File: src/rtl/minisrc_ctrl_pkg.sv
// Shared opcodes, ALU codes, FSM states and instruction classes for the Mini SRC control unit.
package minisrc_ctrl_pkg;

    localparam logic [4:0] OP_LD   = 5'b00000;
    localparam logic [4:0] OP_LDI  = 5'b00001;
    localparam logic [4:0] OP_ST   = 5'b00010;
    localparam logic [4:0] OP_ADD  = 5'b00011;
    localparam logic [4:0] OP_SUB  = 5'b00100;
    localparam logic [4:0] OP_AND  = 5'b00101;
    localparam logic [4:0] OP_OR   = 5'b00110;
    localparam logic [4:0] OP_ROR  = 5'b00111;
    localparam logic [4:0] OP_ROL  = 5'b01000;
    localparam logic [4:0] OP_SHR  = 5'b01001;
    localparam logic [4:0] OP_SHRA = 5'b01010;
    localparam logic [4:0] OP_SHL  = 5'b01011;
    localparam logic [4:0] OP_ADDI = 5'b01100;
    localparam logic [4:0] OP_ANDI = 5'b01101;
    localparam logic [4:0] OP_ORI  = 5'b01110;
    localparam logic [4:0] OP_DIV  = 5'b01111;
    localparam logic [4:0] OP_MUL  = 5'b10000;
    localparam logic [4:0] OP_BR   = 5'b10011;
    localparam logic [4:0] OP_JR   = 5'b10100;
    localparam logic [4:0] OP_NOP  = 5'b11010;
    localparam logic [4:0] OP_HALT = 5'b11011;

    localparam logic [4:0] ALU_ADD = 5'b00011;
    localparam logic [4:0] ALU_AND = 5'b00101;
    localparam logic [4:0] ALU_OR  = 5'b00110;

    typedef enum logic [3:0] {
        RESET, T0, T1, T2, T3, T4, T5, T6, T7, PAUSE, HALTED
    } state_t;

    typedef enum logic [3:0] {
        RTYPE, IMM, LD, LDI, ST, BR, JR, NOP, HALT, MULDIV, ILLEGAL
    } instr_class_t;

    typedef struct packed {
        logic       PC_in;
        logic       IR_in;
        logic       Y_in;
        logic       Z_in;
        logic       HI_in;
        logic       LO_in;
        logic       MAR_in;
        logic       MDR_in;
        logic       IncPC;
        logic       CON_in;
        logic       PC_out;
        logic       Zhigh_out;
        logic       Zlow_out;
        logic       HI_out;
        logic       LO_out;
        logic       MDR_out;
        logic       C_out;
        logic       BAout;
        logic       Gra;
        logic       Grb;
        logic       Grc;
        logic       Rin;
        logic       Rout;
        logic       Read;
        logic       Write;
        logic [4:0] alu;
    } ctrl_t;

    // Immediate ops reuse the ALU code of their register-register counterpart.
    function automatic logic [4:0] imm_alu(input logic [4:0] op);
        case (op)
            OP_ANDI: imm_alu = ALU_AND;
            OP_ORI:  imm_alu = ALU_OR;
            default: imm_alu = ALU_ADD;
        endcase
    endfunction

endpackage

File: src/rtl/minisrc_control_unit_if.sv
// Control bundle between the Mini SRC control unit (master) and the datapath (slave).
interface minisrc_ctrl_if;
    logic [31:0] ir;
    logic        con_ff;
    logic        stop;
    logic        PC_in, IR_in, Y_in, Z_in, HI_in, LO_in, MAR_in, MDR_in, IncPC, CON_in;
    logic        PC_out, Zhigh_out, Zlow_out, HI_out, LO_out, MDR_out, C_out, BAout;
    logic        Gra, Grb, Grc, Rin, Rout;
    logic        Read, Write;
    logic [4:0]  alu_instruction_bits;
    logic        run;
    logic        illegal;

    modport master (
        input  ir, con_ff, stop,
        output PC_in, IR_in, Y_in, Z_in, HI_in, LO_in, MAR_in, MDR_in, IncPC, CON_in,
        output PC_out, Zhigh_out, Zlow_out, HI_out, LO_out, MDR_out, C_out, BAout,
        output Gra, Grb, Grc, Rin, Rout, Read, Write, alu_instruction_bits, run, illegal
    );

    modport slave (
        output ir, con_ff, stop,
        input  PC_in, IR_in, Y_in, Z_in, HI_in, LO_in, MAR_in, MDR_in, IncPC, CON_in,
        input  PC_out, Zhigh_out, Zlow_out, HI_out, LO_out, MDR_out, C_out, BAout,
        input  Gra, Grb, Grc, Rin, Rout, Read, Write, alu_instruction_bits, run, illegal
    );
endinterface

File: src/rtl/minisrc_op_decode.sv
// Opcode to instruction-class decoder; mul/div are legal only when MINISRC_MULDIV_EN is defined.
module minisrc_op_decode
    import minisrc_ctrl_pkg::*;
(
    input  logic [4:0]   opcode,
    output instr_class_t cls
);

    always_comb begin
        cls = ILLEGAL;
        case (opcode)
            OP_ADD, OP_SUB, OP_AND, OP_OR, OP_ROR,
            OP_ROL, OP_SHR, OP_SHRA, OP_SHL:      cls = RTYPE;
            OP_ADDI, OP_ANDI, OP_ORI:             cls = IMM;
            OP_LD:                                cls = LD;
            OP_LDI:                               cls = LDI;
            OP_ST:                                cls = ST;
            OP_BR:                                cls = BR;
            OP_JR:                                cls = JR;
            OP_NOP:                               cls = NOP;
            OP_HALT:                              cls = HALT;
`ifdef MINISRC_MULDIV_EN
            OP_MUL, OP_DIV:                       cls = MULDIV;
`else
            OP_MUL, OP_DIV:                       cls = ILLEGAL;
`endif
            default:                              cls = ILLEGAL;
        endcase
    end

endmodule

File: src/rtl/minisrc_control_unit.sv
// Hardwired Moore control unit sequencing fetch/decode/execute for the Mini SRC datapath.
// Build with MINISRC_MULDIV_EN to accept mul/div.
module minisrc_control_unit
    import minisrc_ctrl_pkg::*;
(
    input  logic           clk,
    input  logic           clr,
    minisrc_ctrl_if.master bus
);

    state_t       state, state_nx;
    instr_class_t cls;
    ctrl_t        c;
    logic         illegal_q;
    logic [4:0]   opcode;

    assign opcode = bus.ir[31:27];

    minisrc_op_decode u_dec (
        .opcode (opcode),
        .cls    (cls)
    );

    always_ff @(posedge clk or negedge clr) begin
        if (!clr) state <= RESET;
        else      state <= state_nx;
    end

    always_ff @(posedge clk or negedge clr) begin
        if (!clr)                                 illegal_q <= 1'b0;
        else if (state == T3 && cls == ILLEGAL)   illegal_q <= 1'b1;
    end

    // stop only matters on the edge that closes an instruction
    always_comb begin
        state_t done;
        done     = bus.stop ? PAUSE : T0;
        state_nx = state;
        case (state)
            RESET:  state_nx = T0;
            T0:     state_nx = T1;
            T1:     state_nx = T2;
            T2:     state_nx = T3;
            T3: case (cls)
                    JR, NOP:       state_nx = done;
                    HALT, ILLEGAL: state_nx = HALTED;
                    default:       state_nx = T4;
                endcase
            T4:     state_nx = T5;
            T5: case (cls)
                    RTYPE, IMM, LDI: state_nx = done;
                    default:         state_nx = T6;
                endcase
            T6: case (cls)
                    LD, ST:  state_nx = T7;
                    default: state_nx = done;
                endcase
            T7:     state_nx = done;
            PAUSE:  state_nx = bus.stop ? PAUSE : T0;
            HALTED: state_nx = HALTED;
            default: state_nx = RESET;
        endcase
    end

    always_comb begin
        c = '0;
        case (state)
            T0: begin c.PC_out = 1'b1; c.MAR_in = 1'b1; c.IncPC = 1'b1; c.Z_in = 1'b1; end
            T1: begin c.Zlow_out = 1'b1; c.PC_in = 1'b1; c.Read = 1'b1; c.MDR_in = 1'b1; end
            T2: begin c.MDR_out = 1'b1; c.IR_in = 1'b1; end
            T3: case (cls)
                    RTYPE, IMM:   begin c.Grb = 1'b1; c.Rout = 1'b1; c.Y_in = 1'b1; end
                    MULDIV:       begin c.Gra = 1'b1; c.Rout = 1'b1; c.Y_in = 1'b1; end
                    LD, LDI, ST:  begin c.Grb = 1'b1; c.BAout = 1'b1; c.Y_in = 1'b1; end
                    BR:           begin c.Gra = 1'b1; c.Rout = 1'b1; c.CON_in = 1'b1; end
                    JR:           begin c.Gra = 1'b1; c.Rout = 1'b1; c.PC_in = 1'b1; end
                    default:      ;
                endcase
            T4: case (cls)
                    RTYPE:  begin c.Grc = 1'b1; c.Rout = 1'b1; c.Z_in = 1'b1; c.alu = opcode; end
                    IMM:    begin c.C_out = 1'b1; c.Z_in = 1'b1; c.alu = imm_alu(opcode); end
                    LD, LDI, ST:
                            begin c.C_out = 1'b1; c.Z_in = 1'b1; c.alu = ALU_ADD; end
                    BR:     begin c.PC_out = 1'b1; c.Y_in = 1'b1; end
                    MULDIV: begin c.Grb = 1'b1; c.Rout = 1'b1; c.Z_in = 1'b1; c.alu = opcode; end
                    default: ;
                endcase
            T5: case (cls)
                    RTYPE, IMM, LDI: begin c.Zlow_out = 1'b1; c.Gra = 1'b1; c.Rin = 1'b1; end
                    LD, ST:          begin c.Zlow_out = 1'b1; c.MAR_in = 1'b1; end
                    BR:              begin c.C_out = 1'b1; c.Z_in = 1'b1; c.alu = ALU_ADD; end
                    MULDIV:          begin c.Zlow_out = 1'b1; c.LO_in = 1'b1; end
                    default:         ;
                endcase
            T6: case (cls)
                    LD:     begin c.Read = 1'b1; c.MDR_in = 1'b1; end
                    ST:     begin c.Gra = 1'b1; c.Rout = 1'b1; c.MDR_in = 1'b1; end
                    // branch target is committed only when CON was set in T3
                    BR:     begin c.Zlow_out = bus.con_ff; c.PC_in = bus.con_ff; end
                    MULDIV: begin c.Zhigh_out = 1'b1; c.HI_in = 1'b1; end
                    default: ;
                endcase
            T7: case (cls)
                    LD:      begin c.MDR_out = 1'b1; c.Gra = 1'b1; c.Rin = 1'b1; end
                    ST:      c.Write = 1'b1;
                    default: ;
                endcase
            default: ;
        endcase
    end

    assign bus.PC_in     = c.PC_in;
    assign bus.IR_in     = c.IR_in;
    assign bus.Y_in      = c.Y_in;
    assign bus.Z_in      = c.Z_in;
    assign bus.HI_in     = c.HI_in;
    assign bus.LO_in     = c.LO_in;
    assign bus.MAR_in    = c.MAR_in;
    assign bus.MDR_in    = c.MDR_in;
    assign bus.IncPC     = c.IncPC;
    assign bus.CON_in    = c.CON_in;
    assign bus.PC_out    = c.PC_out;
    assign bus.Zhigh_out = c.Zhigh_out;
    assign bus.Zlow_out  = c.Zlow_out;
    assign bus.HI_out    = c.HI_out;
    assign bus.LO_out    = c.LO_out;
    assign bus.MDR_out   = c.MDR_out;
    assign bus.C_out     = c.C_out;
    assign bus.BAout     = c.BAout;
    assign bus.Gra       = c.Gra;
    assign bus.Grb       = c.Grb;
    assign bus.Grc       = c.Grc;
    assign bus.Rin       = c.Rin;
    assign bus.Rout      = c.Rout;
    assign bus.Read      = c.Read;
    assign bus.Write     = c.Write;
    assign bus.alu_instruction_bits = c.alu;
    assign bus.run       = (state inside {T0, T1, T2, T3, T4, T5, T6, T7});
    assign bus.illegal   = illegal_q;

endmodule

File: src/flat_wrapper.sv
// flat-port wrapper written by rule: the top's interface ports become plain ports
module minisrc_control_unit_flat import minisrc_ctrl_pkg::*;
  (clk, clr, bus_ir, bus_con_ff, bus_stop, bus_PC_in, bus_IR_in, bus_Y_in, bus_Z_in, bus_HI_in, bus_LO_in, bus_MAR_in, bus_MDR_in, bus_IncPC, bus_CON_in, bus_PC_out, bus_Zhigh_out, bus_Zlow_out, bus_HI_out, bus_LO_out, bus_MDR_out, bus_C_out, bus_BAout, bus_Gra, bus_Grb, bus_Grc, bus_Rin, bus_Rout, bus_Read, bus_Write, bus_alu_instruction_bits, bus_run, bus_illegal);
  minisrc_ctrl_if bus_i ();
  input  logic clk;
  input  logic clr;
  input wire logic [$bits(bus_i.ir)-1:0] bus_ir;
  input wire logic [$bits(bus_i.con_ff)-1:0] bus_con_ff;
  input wire logic [$bits(bus_i.stop)-1:0] bus_stop;
  output wire logic [$bits(bus_i.PC_in)-1:0] bus_PC_in;
  output wire logic [$bits(bus_i.IR_in)-1:0] bus_IR_in;
  output wire logic [$bits(bus_i.Y_in)-1:0] bus_Y_in;
  output wire logic [$bits(bus_i.Z_in)-1:0] bus_Z_in;
  output wire logic [$bits(bus_i.HI_in)-1:0] bus_HI_in;
  output wire logic [$bits(bus_i.LO_in)-1:0] bus_LO_in;
  output wire logic [$bits(bus_i.MAR_in)-1:0] bus_MAR_in;
  output wire logic [$bits(bus_i.MDR_in)-1:0] bus_MDR_in;
  output wire logic [$bits(bus_i.IncPC)-1:0] bus_IncPC;
  output wire logic [$bits(bus_i.CON_in)-1:0] bus_CON_in;
  output wire logic [$bits(bus_i.PC_out)-1:0] bus_PC_out;
  output wire logic [$bits(bus_i.Zhigh_out)-1:0] bus_Zhigh_out;
  output wire logic [$bits(bus_i.Zlow_out)-1:0] bus_Zlow_out;
  output wire logic [$bits(bus_i.HI_out)-1:0] bus_HI_out;
  output wire logic [$bits(bus_i.LO_out)-1:0] bus_LO_out;
  output wire logic [$bits(bus_i.MDR_out)-1:0] bus_MDR_out;
  output wire logic [$bits(bus_i.C_out)-1:0] bus_C_out;
  output wire logic [$bits(bus_i.BAout)-1:0] bus_BAout;
  output wire logic [$bits(bus_i.Gra)-1:0] bus_Gra;
  output wire logic [$bits(bus_i.Grb)-1:0] bus_Grb;
  output wire logic [$bits(bus_i.Grc)-1:0] bus_Grc;
  output wire logic [$bits(bus_i.Rin)-1:0] bus_Rin;
  output wire logic [$bits(bus_i.Rout)-1:0] bus_Rout;
  output wire logic [$bits(bus_i.Read)-1:0] bus_Read;
  output wire logic [$bits(bus_i.Write)-1:0] bus_Write;
  output wire logic [$bits(bus_i.alu_instruction_bits)-1:0] bus_alu_instruction_bits;
  output wire logic [$bits(bus_i.run)-1:0] bus_run;
  output wire logic [$bits(bus_i.illegal)-1:0] bus_illegal;
  assign bus_i.ir = bus_ir;
  assign bus_i.con_ff = bus_con_ff;
  assign bus_i.stop = bus_stop;
  assign bus_PC_in = bus_i.PC_in;
  assign bus_IR_in = bus_i.IR_in;
  assign bus_Y_in = bus_i.Y_in;
  assign bus_Z_in = bus_i.Z_in;
  assign bus_HI_in = bus_i.HI_in;
  assign bus_LO_in = bus_i.LO_in;
  assign bus_MAR_in = bus_i.MAR_in;
  assign bus_MDR_in = bus_i.MDR_in;
  assign bus_IncPC = bus_i.IncPC;
  assign bus_CON_in = bus_i.CON_in;
  assign bus_PC_out = bus_i.PC_out;
  assign bus_Zhigh_out = bus_i.Zhigh_out;
  assign bus_Zlow_out = bus_i.Zlow_out;
  assign bus_HI_out = bus_i.HI_out;
  assign bus_LO_out = bus_i.LO_out;
  assign bus_MDR_out = bus_i.MDR_out;
  assign bus_C_out = bus_i.C_out;
  assign bus_BAout = bus_i.BAout;
  assign bus_Gra = bus_i.Gra;
  assign bus_Grb = bus_i.Grb;
  assign bus_Grc = bus_i.Grc;
  assign bus_Rin = bus_i.Rin;
  assign bus_Rout = bus_i.Rout;
  assign bus_Read = bus_i.Read;
  assign bus_Write = bus_i.Write;
  assign bus_alu_instruction_bits = bus_i.alu_instruction_bits;
  assign bus_run = bus_i.run;
  assign bus_illegal = bus_i.illegal;
  minisrc_control_unit u_core (.clk(clk), .clr(clr), .bus(bus_i));
endmodule
File: config.mk
export PLATFORM = sky130hd
export DESIGN_NAME = minisrc_control_unit_flat
export DESIGN_NICKNAME = d
export VERILOG_FILES = /design/src/rtl/minisrc_ctrl_pkg.sv /design/src/rtl/minisrc_control_unit_if.sv /design/src/rtl/minisrc_op_decode.sv /design/src/rtl/minisrc_control_unit.sv /design/src/flat_wrapper.sv
export SDC_FILE = /design/constraint.sdc
export NUM_CORES = 1
export LEC_CHECK = 0
export ABC_AREA = 1
export ABC_CLOCK_PERIOD_IN_PS = 2900
export BUFFER_PORTS_ARGS = -buffer_cell sky130_fd_sc_hd__buf_4
export CORE_UTILIZATION = 30
export CTS_BUF_LIST = sky130_fd_sc_hd__clkbuf_16
export DETAILED_ROUTE_END_ITERATION = 8
export PLACE_DENSITY = 0.61
export SETUP_SLACK_MARGIN = 0.05
export SKIP_LAST_GASP = 1
export SLEW_MARGIN = 5
export SYNTH_ARGS = -nofsm -noshare
export SYNTH_HDL_FRONTEND = slang
export SYNTH_SLANG_ARGS = --single-unit
File: constraint.sdc
create_clock -name clk -period 2.9 [get_ports clk]
set_input_delay 0.29 -clock clk [delete_from_list [all_inputs] [get_ports clk]]
set_output_delay 0.29 -clock clk [all_outputs]
set_load 0.1 [all_outputs]
==> results of run 1 <==
worst max path at each step:
stage / to / slack (ns) / depth (start not counted)
3_3_place_gp: bus_Rout / 0.81 / 11
5_1_grt: bus_C_out / 0.53 / 7
3_5_place_dp: bus_Rout / 0.82 / 11
2_1_floorplan: bus_MDR_out / -0.02 / 5
6_report: bus_Rout / 0.67 / 9
4_1_cts: bus_Rout / 0.66 / 9
final cells by class:
type	instances	area (µm²)
flip-flops and latches	5	125
inverters	29	109
well taps	44	55.1
clock inverters	1	3.75
clock buffers	3	75.1
fillers	360	1730
repair buffers	36	273
multi-input cells	147	728
worst register-to-register path, delay by kind of cell, from the launching register on:
family,cells,cell delay (ns)
buffers and inverters,3,0.34
flip-flops,1,0.36
AND/OR/NAND/NOR,2,0.55
AO/OA/AOI/OAI,2,0.33
power by group through the flow:
stage / Clock [mW] / Sequential [mW] / Combinational [mW]
after floorplan: 0 / 0.180 / 1.12
after global placement: 0 / 0.134 / 1.43
after detailed placement: 0 / 0.134 / 1.42
after CTS: 0.223 / 0.134 / 1.43
after global routing: 0.227 / 0.139 / 1.50
final: 0.220 / 0.133 / 1.42
per-stage QoR:
step,hold WS (ns),instances
floorplan,-0.00559,190
detailed placement,0.0933,260
finish,0.305,265
global placement,0.0931,260
global route,0.362,265
CTS,0.311,265
metal layers:
metal | wire, µm | global-route usage, % | vias up
li1 | - | - | 647
met3 | 152 | 2.81 | 0
met2 | 1240 | 26.3 | 40
met4 | 0 | 1.99 | 0
met1 | 1290 | 22.5 | 525
met5 | 0 | 0 | -
cell usage in the layout (no fill, tap or decap), types with 3 or more instances in the layout:
cell                        Yosys  routed
sky130_fd_sc_hd__nand2_2        4       4
sky130_fd_sc_hd__dfrtp_1        5       5
sky130_fd_sc_hd__nand2_1       53      53
sky130_fd_sc_hd__nor2_4         3       3
sky130_fd_sc_hd__inv_2          4       4
sky130_fd_sc_hd__clkbuf_16      0       3
sky130_fd_sc_hd__nand3_1       24      24
sky130_fd_sc_hd__conb_1         1       6
sky130_fd_sc_hd__nor2_2         4       5
sky130_fd_sc_hd__a21oi_1        4       4
sky130_fd_sc_hd__nor2_1        26      25
sky130_fd_sc_hd__nor3_1         7       6
sky130_fd_sc_hd__inv_1         24      25
sky130_fd_sc_hd__buf_4          7      35
sequential cells by signal, summed over array words and instances, names as in the netlist:
| register | flops |
|---|---|
| u_core.state | 4 |
| u_core.bus.illegal | 1 |
cells by family (layout without fill, tap and decap cells):
logic type             Yosys count  in the layout
AOI/OAI and AO/OA               13             13
buffers and inverters           38             69
DFF                              5              5
other                            1              6
and+or+nand+nor                128            128
==> out/qor.json, run 1 <==
{
  "largest_net_degree_at_the_start_of_global_routing": 10,
  "compound_cell_area_share_of_the_yosys_netlist_pct": 9.09,
  "timing.rr.end": "u_core.state[0]",
  "worst_hold_path_type": "input pin to register",
  "max-clock-path-buffers": 2,
  "floorplan.die_area_mm2": 0.00358,
  "syn_area_per_cell_um2": 5.43,
  "postPlaceCellArea_mm2": 0.00128,
  "cts_tree": "yes",
  "fin_setup_tns_ns": 0,
  "share_clk_of_total_power_pct": 12.4,
  "grt_pass1_vias": 1025,
  "timing.rr.start": "u_core.state[2]",
  "post-synth-top-area-fraction_pct": 19.8,
  "number_of_antenna_violations_at_the_first_check_in_global_routing": 0,
  "slew_violations": 0,
  "ys_seq_elements": 5,
  "cell_row_count": 20,
  "drt-total-wl_mm": 2.69,
  "routed-via-count": 1212,
  "cts.repair.resized": 0,
  "timing.final.crit_share_pct": 76.9,
  "hold_violations": 0,
  "ant_nets": 0,
  "synth-simple-area-share_pct": 60.4,
  "cp_cell_sequence": "inv_1 -> nor2_1 -> inv_1 -> nor3_1 -> nand3_2 -> nand2_1 -> inv_1 -> nand3_1 -> buf_4",
  "synthesis.instances": 185,
  "finish.instance_area_mm2": 0.00137,
  "drive_above_1_share_pct": 27.6,
  "die_w_um": 59.9,
  "placement.io_buffers": 34,
  "ff2ff_path_depth": 7,
  "dp.final_hpwl_mm": 2.23,
  "crit_path_max_incr_delay_ns": 0.44,
  "required_ns": 2.61,
  "top_area_cells_in_the_synthesized_netlist": "sky130_fd_sc_hd__nand2_1 20%, sky130_fd_sc_hd__dfrtp_1 12%, sky130_fd_sc_hd__nand3_1 12%",
  "crit_arrival_ns": 1.94,
  "asyncSetResetFlopFracSynth_pct": 100,
  "die_height_um": 59.9,
  "crit_path_top_delay_cell": "sky130_fd_sc_hd__nor3_1",
  "global_route.usage.total_pct": 16.1,
  "grt_overflow_total": 0,
  "fin_total_pwr_mw": 1.78,
  "critical_path.max_fanout": 4,
  "initial_utilization_pct": 32.4,
  "worst_clock_skew_ns": 0.00155,
  "synth_commonest_cells": "53 x sky130_fd_sc_hd__nand2_1, 26 x sky130_fd_sc_hd__nor2_1, 24 x sky130_fd_sc_hd__inv_1, 24 x sky130_fd_sc_hd__nand3_1",
  "report.final.setup_viol": 0,
  "tritoncts.num_buffers": 3,
  "maxCapViolations": 0,
  "timing.critical_path.max_delay_family": "simple AND/OR/NAND/NOR gates",
  "numClockSinks": 5,
  "crit_type": "register to output pin",
  "core_area_mm2": 0.00310,
  "first_pass_detailed_route_iteration_total": 4,
  "cts.repair_timing.setup_buffer_count": 0,
  "fin_crit_ns": 2.23,
  "global_route_wire_length_before_repair_mm": 4.51,
  "post_synth_xor_area_fraction_pct": 0,
  "n_antenna_cell": 0,
  "worstHoldEndpoint": "u_core.state[3]",
  "htreeDepth": 1,
  "power.internal_mw": 0.557,
  "power.density_mw_per_mm2": 1300,
  "max_clock_freq_mhz": 448,
  "drc_errors": 0,
  "share_comb_of_total_power_pct": 80.1,
  "post_synth_mux_area_share_pct": 0,
  "worst_slack_ns": 0.670,
  "critPathLaunch": "u_core.state[2]",
  "ys_seq_area_share_pct": 12.5,
  "synthesis.yosys.warnings": 0,
  "post_synthesis_adder_cell_area_fraction_pct": 0,
  "timing.hold.worst.start": "bus_stop",
  "path_clk_slew_ns": 0.03,
  "net_switching_share_of_the_total_power_pct": 68.7,
  "timing.max_slew.rel_slack_pct": 60.0,
  "run_status": "completed",
  "post_drt_wl_per_cell_um": 10.1,
  "fin_nets": 258,
  "power_frac_seq_pct": 7.5,
  "finish.utilization_pct": 44.1,
  "synth.largest_area_cell": "sky130_fd_sc_hd__nand2_1",
  "timing_worst_slew_pin_value_ns": 0.598,
  "worst_setup_end_kind": "output pin",
  "post_synth_instance_area_mm2": 0.00100,
  "synth_top_family_by_area": "simple AND/OR/NAND/NOR gates",
  "irDropWorstVdd_mv": 0.361,
  "vias_per_cell": 4.57,
  "gp_congestion": 0.826,
  "setup.reg_to_reg.worst_slack_ns": 1.24,
  "clock_latency_reported_for_the_late_side_of_the_worst_skew_pair_ns": 0.22,
  "clockRootBuffer": "sky130_fd_sc_hd__clkbuf_16",
  "synth_most_common_cell": "sky130_fd_sc_hd__nand2_1",
  "rsz_0062_raised_after_global_routing": "no",
  "startpoint_types": "register",
  "synth_flop_cell": "sky130_fd_sc_hd__dfrtp_1",
  "switchingPower_mw": 1.22,
  "io-pin-count": 68,
  "whs_path_depth": 3,
  "cp_common_cell": "sky130_fd_sc_hd__inv_1",
  "first_iter_violations": 29,
  "place_ws_ns": 0.819,
  "holdBufCountCts": 1,
  "cp_num_buf_inv": 4,
  "synthDistinctLibCells": 27,
  "p_leak_nw": 0.778,
  "number_of_enable_flip_flop_cells_after_synthesis": 0,
  "areaGrowthSynthToFinish_pct": 36.2
}
Note: power is estimated with default switching activity, not from simulation.
==> run 2, diff against run 1 <==
ABC_AREA = 0   (was 1)
ABC_CLOCK_PERIOD_IN_PS = 2210   (was 2900)
PLACE_DENSITY = 0.62   (was 0.61)
clock period = 2.21 ns   (was 2.9 ns; I/O delays follow)
==> out/qor.json, run 2 <==
{
  "finalNonFillerCells": {"value": 225, "change": "was 265"},
  "crit_arrival": {"value": 1.89, "unit": "ns", "change": "was 1.94 ns"},
  "die_height": {"value": 58.3, "unit": "µm", "change": "was 59.9 µm"},
  "worst_slack": {"value": 0.0998, "unit": "ns", "change": "was 0.670 ns"},
  "fin_nets": {"value": 218, "change": "was 258"},
  "tritoncts.num_buffers": {"value": 3, "change": "unchanged"},
  "finish.instance_area": {"value": 0.00149, "unit": "mm²", "change": "was 0.00137 mm²"},
  "p_leak": {"value": 0.694, "unit": "nW", "change": "was 0.778 nW"},
  "path_clk_slew": {"value": 0.03, "unit": "ns", "change": "about the same"},
  "power_frac_seq": {"value": 6.1, "unit": "%", "change": "was 7.5%"},
  "run_status": {"value": "completed", "change": "unchanged"},
  "largest_register_ff_count": {"value": 4, "change": "unchanged"},
  "switchingPower": {"value": 1.72, "unit": "mW", "change": "was 1.22 mW"},
  "first_iter_violations": {"value": 45, "change": "was 29"},
  "critPathLaunch": {"value": "u_core.state[1]", "change": "was u_core.state[2]"},
  "layout_common_cells": {"value": "42 x sky130_fd_sc_hd__buf_4, 13 x sky130_fd_sc_hd__nor2_1, 10 x sky130_fd_sc_hd__o21ai_0", "change": "was 53 x sky130_fd_sc_hd__nand2_1, 35 x sky130_fd_sc_hd__buf_4, 25 x sky130_fd_sc_hd__nor2_1, 25 x sky130_fd_sc_hd__inv_1, 24 x sky130_fd_sc_hd__nand3_1"},
  "synthesis.instances": {"value": 144, "change": "was 185"},
  "drt-total-wl": {"value": 2.87, "unit": "mm", "change": "was 2.69 mm"},
  "compound_cell_area_share_of_the_yosys_netlist": {"value": 33.6, "unit": "%", "change": "was 9.09%"},
  "clockRootBuffer": {"value": "sky130_fd_sc_hd__clkbuf_16", "change": "unchanged"},
  "power.density": {"value": 1770, "unit": "mW/mm²", "change": "was 1300 mW/mm²"},
  "number_of_enable_flip_flop_cells_after_synthesis": {"value": 0, "change": "unchanged"},
  "synthDistinctLibCells": {"value": 46, "change": "was 27"},
  "areaGrowthSynthToFinish": {"value": 56.8, "unit": "%", "change": "was 36.2%"},
  "fin_total_pwr": {"value": 2.64, "unit": "mW", "change": "was 1.78 mW"},
  "drc_errors": {"value": 0, "change": "unchanged"},
  "net_switching_share_of_the_total_power": {"value": 65.1, "unit": "%", "change": "was 68.7%"},
  "post_drt_wl_per_cell": {"value": 12.8, "unit": "µm", "change": "was 10.1 µm"},
  "place.detailed.instances": {"value": 219, "change": "was 260"},
  "max-clock-path-buffers": {"value": 2, "change": "unchanged"},
  "rsz_0062_raised_after_global_routing": {"value": "yes", "change": "was no"},
  "critical_path.max_fanout": {"value": 3, "change": "was 4"},
  "core_area": {"value": 0.00303, "unit": "mm²", "change": "was 0.00310 mm²"},
  "maxCapViolations": {"value": 0, "change": "unchanged"},
  "floorplan.die_area": {"value": 0.00340, "unit": "mm²", "change": "was 0.00358 mm²"},
  "synth_commonest_cells": {"value": "15 x sky130_fd_sc_hd__nor2_1, 13 x sky130_fd_sc_hd__o21ai_0, 8 x sky130_fd_sc_hd__clkbuf_1, 8 x sky130_fd_sc_hd__inv_1, 7 x sky130_fd_sc_hd__nand2_1", "change": "was 53 x sky130_fd_sc_hd__nand2_1, 26 x sky130_fd_sc_hd__nor2_1, 24 x sky130_fd_sc_hd__inv_1, 24 x sky130_fd_sc_hd__nand3_1"},
  "grt_pass1_vias": {"value": 1054, "change": "was 1025"},
  "post_synth_xor_area_fraction": {"value": 1.84, "unit": "%", "change": "was 0%"},
  "fin_crit_ns": 2.11,
  "footprint_of_the_flip_flops_and_latches": {"value": 125, "unit": "µm²", "change": "unchanged"},
  "report.final.setup_viol": {"value": 0, "change": "unchanged"},
  "post-synth-top-area-fraction": {"value": 13.2, "unit": "%", "change": "was 19.8%"},
  "layout.filler_cells": {"value": 296, "change": "was 360"},
  "io-pin-count": {"value": 68, "change": "unchanged"},
  "setup.reg_to_reg.worst_slack": {"value": 0.48, "unit": "ns", "change": "was 1.24 ns"},
  "layout_commonest_cell": {"value": "sky130_fd_sc_hd__buf_4", "change": "was sky130_fd_sc_hd__nand2_1"},
  "global_route.usage.total": {"value": 17.3, "unit": "%", "change": "was 16.1%"},
  "syn_area_per_cell": {"value": 6.60, "unit": "µm²", "change": "was 5.43 µm²"},
  "die_w": {"value": 58.3, "unit": "µm", "change": "was 59.9 µm"},
  "synth_top_family_by_area": {"value": "compound AO/OA/AOI/OAI gates", "change": "was simple AND/OR/NAND/NOR gates"},
  "synth_most_common_cell": {"value": "sky130_fd_sc_hd__nor2_1", "change": "was sky130_fd_sc_hd__nand2_1"},
  "top_area_cells_in_the_synthesized_netlist": {"value": "sky130_fd_sc_hd__dfrtp_1 13%, sky130_fd_sc_hd__o21ai_0 6.8%, sky130_fd_sc_hd__nor2_1 5.9%", "change": "was sky130_fd_sc_hd__nand2_1 20%, sky130_fd_sc_hd__dfrtp_1 12%, sky130_fd_sc_hd__nand3_1 12%"},
  "slew_violations": {"value": 0, "change": "unchanged"},
  "timing.rr.start": {"value": "u_core.state[1]", "change": "was u_core.state[2]"},
  "gp_congestion": {"value": 0.885, "change": "was 0.826"},
  "ys_seq_elements": {"value": 5, "change": "unchanged"},
  "worst_clock_skew": {"value": 0.000139, "unit": "ns", "change": "was 0.00155 ns"},
  "placement.io_buffers": {"value": 34, "change": "unchanged"},
  "clock_latency_reported_for_the_late_side_of_the_worst_skew_pair": {"value": 0.22, "unit": "ns", "change": "about the same"},
  "timing.hold.worst.start": {"value": "bus_stop", "change": "unchanged"},
  "first_pass_detailed_route_iteration_total": {"value": 4, "change": "unchanged"},
  "irDropWorstVdd": {"value": 0.920, "unit": "mV", "change": "was 0.361 mV"},
  "crit_type": {"value": "register to output pin", "change": "unchanged"},
  "registers.top_by_ff_count": {"value": "u_core.state", "change": "unchanged"},
  "synth_flop_cell": {"value": "sky130_fd_sc_hd__dfrtp_1", "change": "unchanged"},
  "startpoint_types": {"value": "register", "change": "unchanged"},
  "timing.final.crit_share_pct": 95.5,
  "routed-via-count": {"value": 1189, "change": "was 1212"},
  "hold_violations": {"value": 0, "change": "unchanged"},
  "worst_setup_end_kind": {"value": "output pin", "change": "unchanged"},
  "required": {"value": 1.99, "unit": "ns", "change": "was 2.61 ns"},
  "post_synth_mux_area_share": {"value": 1.58, "unit": "%", "change": "was 0%"},
  "finish.utilization": {"value": 49.3, "unit": "%", "change": "was 44.1%"},
  "multi_input_comb_area": {"value": 808, "unit": "µm²", "change": "was 728 µm²"},
  "asyncSetResetFlopFracSynth": {"value": 100, "unit": "%", "change": "unchanged"},
  "place_ws": {"value": 0.117, "unit": "ns", "change": "was 0.819 ns"},
  "global_route_wire_length_before_repair": {"value": 4.67, "unit": "mm", "change": "was 4.51 mm"},
  "htreeDepth": {"value": 1, "change": "unchanged"},
  "synthesis.yosys.warnings": {"value": 0, "change": "unchanged"},
  "grt_overflow_total": {"value": 0, "change": "unchanged"},
  "share_comb_of_total_power": {"value": 83.1, "unit": "%", "change": "was 80.1%"},
  "drive_above_1_share": {"value": 40.3, "unit": "%", "change": "was 27.6%"},
  "post_synthesis_adder_cell_area_fraction": {"value": 0, "unit": "%", "change": "unchanged"},
  "vias_per_cell": {"value": 5.28, "change": "was 4.57"},
  "fin_setup_tns": {"value": 0, "unit": "ns", "change": "unchanged"},
  "post_synth_instance_area": {"value": 951, "unit": "µm²", "change": "was 0.00100 mm²"},
  "cts_tree": {"value": "yes", "change": "unchanged"},
  "number_of_antenna_violations_at_the_first_check_in_global_routing": {"value": 0, "change": "unchanged"},
  "worst_hold_path_type": {"value": "input pin to register", "change": "unchanged"},
  "ant_nets": {"value": 0, "change": "unchanged"},
  "dp.final_hpwl": {"value": 2.16, "unit": "mm", "change": "was 2.23 mm"},
  "ys_seq_area_share": {"value": 13.2, "unit": "%", "change": "was 12.5%"},
  "postPlaceCellArea": {"value": 0.00133, "unit": "mm²", "change": "was 0.00128 mm²"},
  "numClockSinks": {"value": 5, "change": "unchanged"},
  "power.internal": {"value": 0.922, "unit": "mW", "change": "was 0.557 mW"},
  "hold-worst-slack": {"value": 0.320, "unit": "ns", "change": "was 0.305 ns"},
  "largest_net_degree_at_the_start_of_global_routing": {"value": 21, "change": "was 10"},
  "n_antenna_cell": {"value": 0, "change": "unchanged"},
  "synth-simple-area-share": {"value": 33.4, "unit": "%", "change": "was 60.4%"},
  "share_clk_of_total_power": {"value": 10.8, "unit": "%", "change": "was 12.4%"},
  "cell_row_count": {"value": 20, "change": "unchanged"},
  "max_clock_freq_mhz": 474,
  "synth.largest_area_cell": {"value": "sky130_fd_sc_hd__dfrtp_1", "change": "was sky130_fd_sc_hd__nand2_1"},
  "initial_utilization": {"value": 31.4, "unit": "%", "change": "was 32.4%"}
}
[run 2: changes by cell type after synthesis, sizes merged, moves of 8 or more]
cell	previous run	this run
o21ai	3	13
clkbuf	0	8
nor2	34	16
inv	28	8
nand3	26	6
nand2	58	7
[run 2: path summary, 6_finish.rpt]
kind,end,depth (start not counted)
setup / recovery,bus_Gra,6
hold / removal,u_core.state[3],3
setup reg to reg,u_core.state[3],5
hold reg to reg,u_core.bus.illegal,1
max in group asynchronous,u_core.bus.illegal,2
min in group asynchronous,u_core.state[0],2
[run 2: cell families after synthesis]
kind of cell	after synthesis
AND/OR/NAND/NOR	59
AO/OA/AOI/OAI	48
buffers and inverters	28
XOR/XNOR	2
other	1
multiplexers	1
flip-flops	5
[run 2: critical path: stages (launching register included)]
cell and delay (ns):
sky130_fd_sc_hd__dfrtp_1 0.37, sky130_fd_sc_hd__or4b_4 0.57, sky130_fd_sc_hd__buf_4 0.15, sky130_fd_sc_hd__buf_4 0.14, sky130_fd_sc_hd__nor2_4 0.08, sky130_fd_sc_hd__nand3b_1 0.16
sky130_fd_sc_hd__buf_12 0.19
[run 2: per-layer routing]
layer / vias to the layer above / share of wire, % / GRT usage (%)
li1: 582 / - / -
met1: 538 / 45 / 22.3
met2: 69 / 48 / 30.7
met3: 0 / 7.0 / 2.42
met4: 0 / 0 / 4.08
met5: - / 0 / 0
[run 2: final cells by class]
cell class              count  share of cell area [%]
multi-input cells         116                    54.2
repair buffers             48                    26.4
clock inverters             1                   0.252
clock buffers               3                    5.03
inverters                   8                    2.01
flip-flops and latches      5                    8.39
well taps                  44                    3.69
[run 2: power groups by stage]
| stage | registers (mW) | logic, mW | clock network, mW |
|---|---|---|---|
| finish | 0.161 | 2.19 | 0.286 |
| global route | 0.166 | 2.30 | 0.305 |
| CTS | 0.161 | 2.18 | 0.294 |
| detailed placement | 0.160 | 2.14 | 0 |
| global placement | 0.158 | 2.12 | 0 |
| floorplan | 0.231 | 1.66 | 0 |
[run 2: repair_timing]
| action | 4_1_cts | 5_1_grt |
|---|---|---|
| buffers inserted | 0 | 1 |
| hold buffers | 1 | 0 |
| gates resized for setup | 13 | 2 |
| pin swaps | 3 | 2 |
| setup endpoints to repair | 10 | 11 |
| hold endpoints to repair | 5 | 0 |
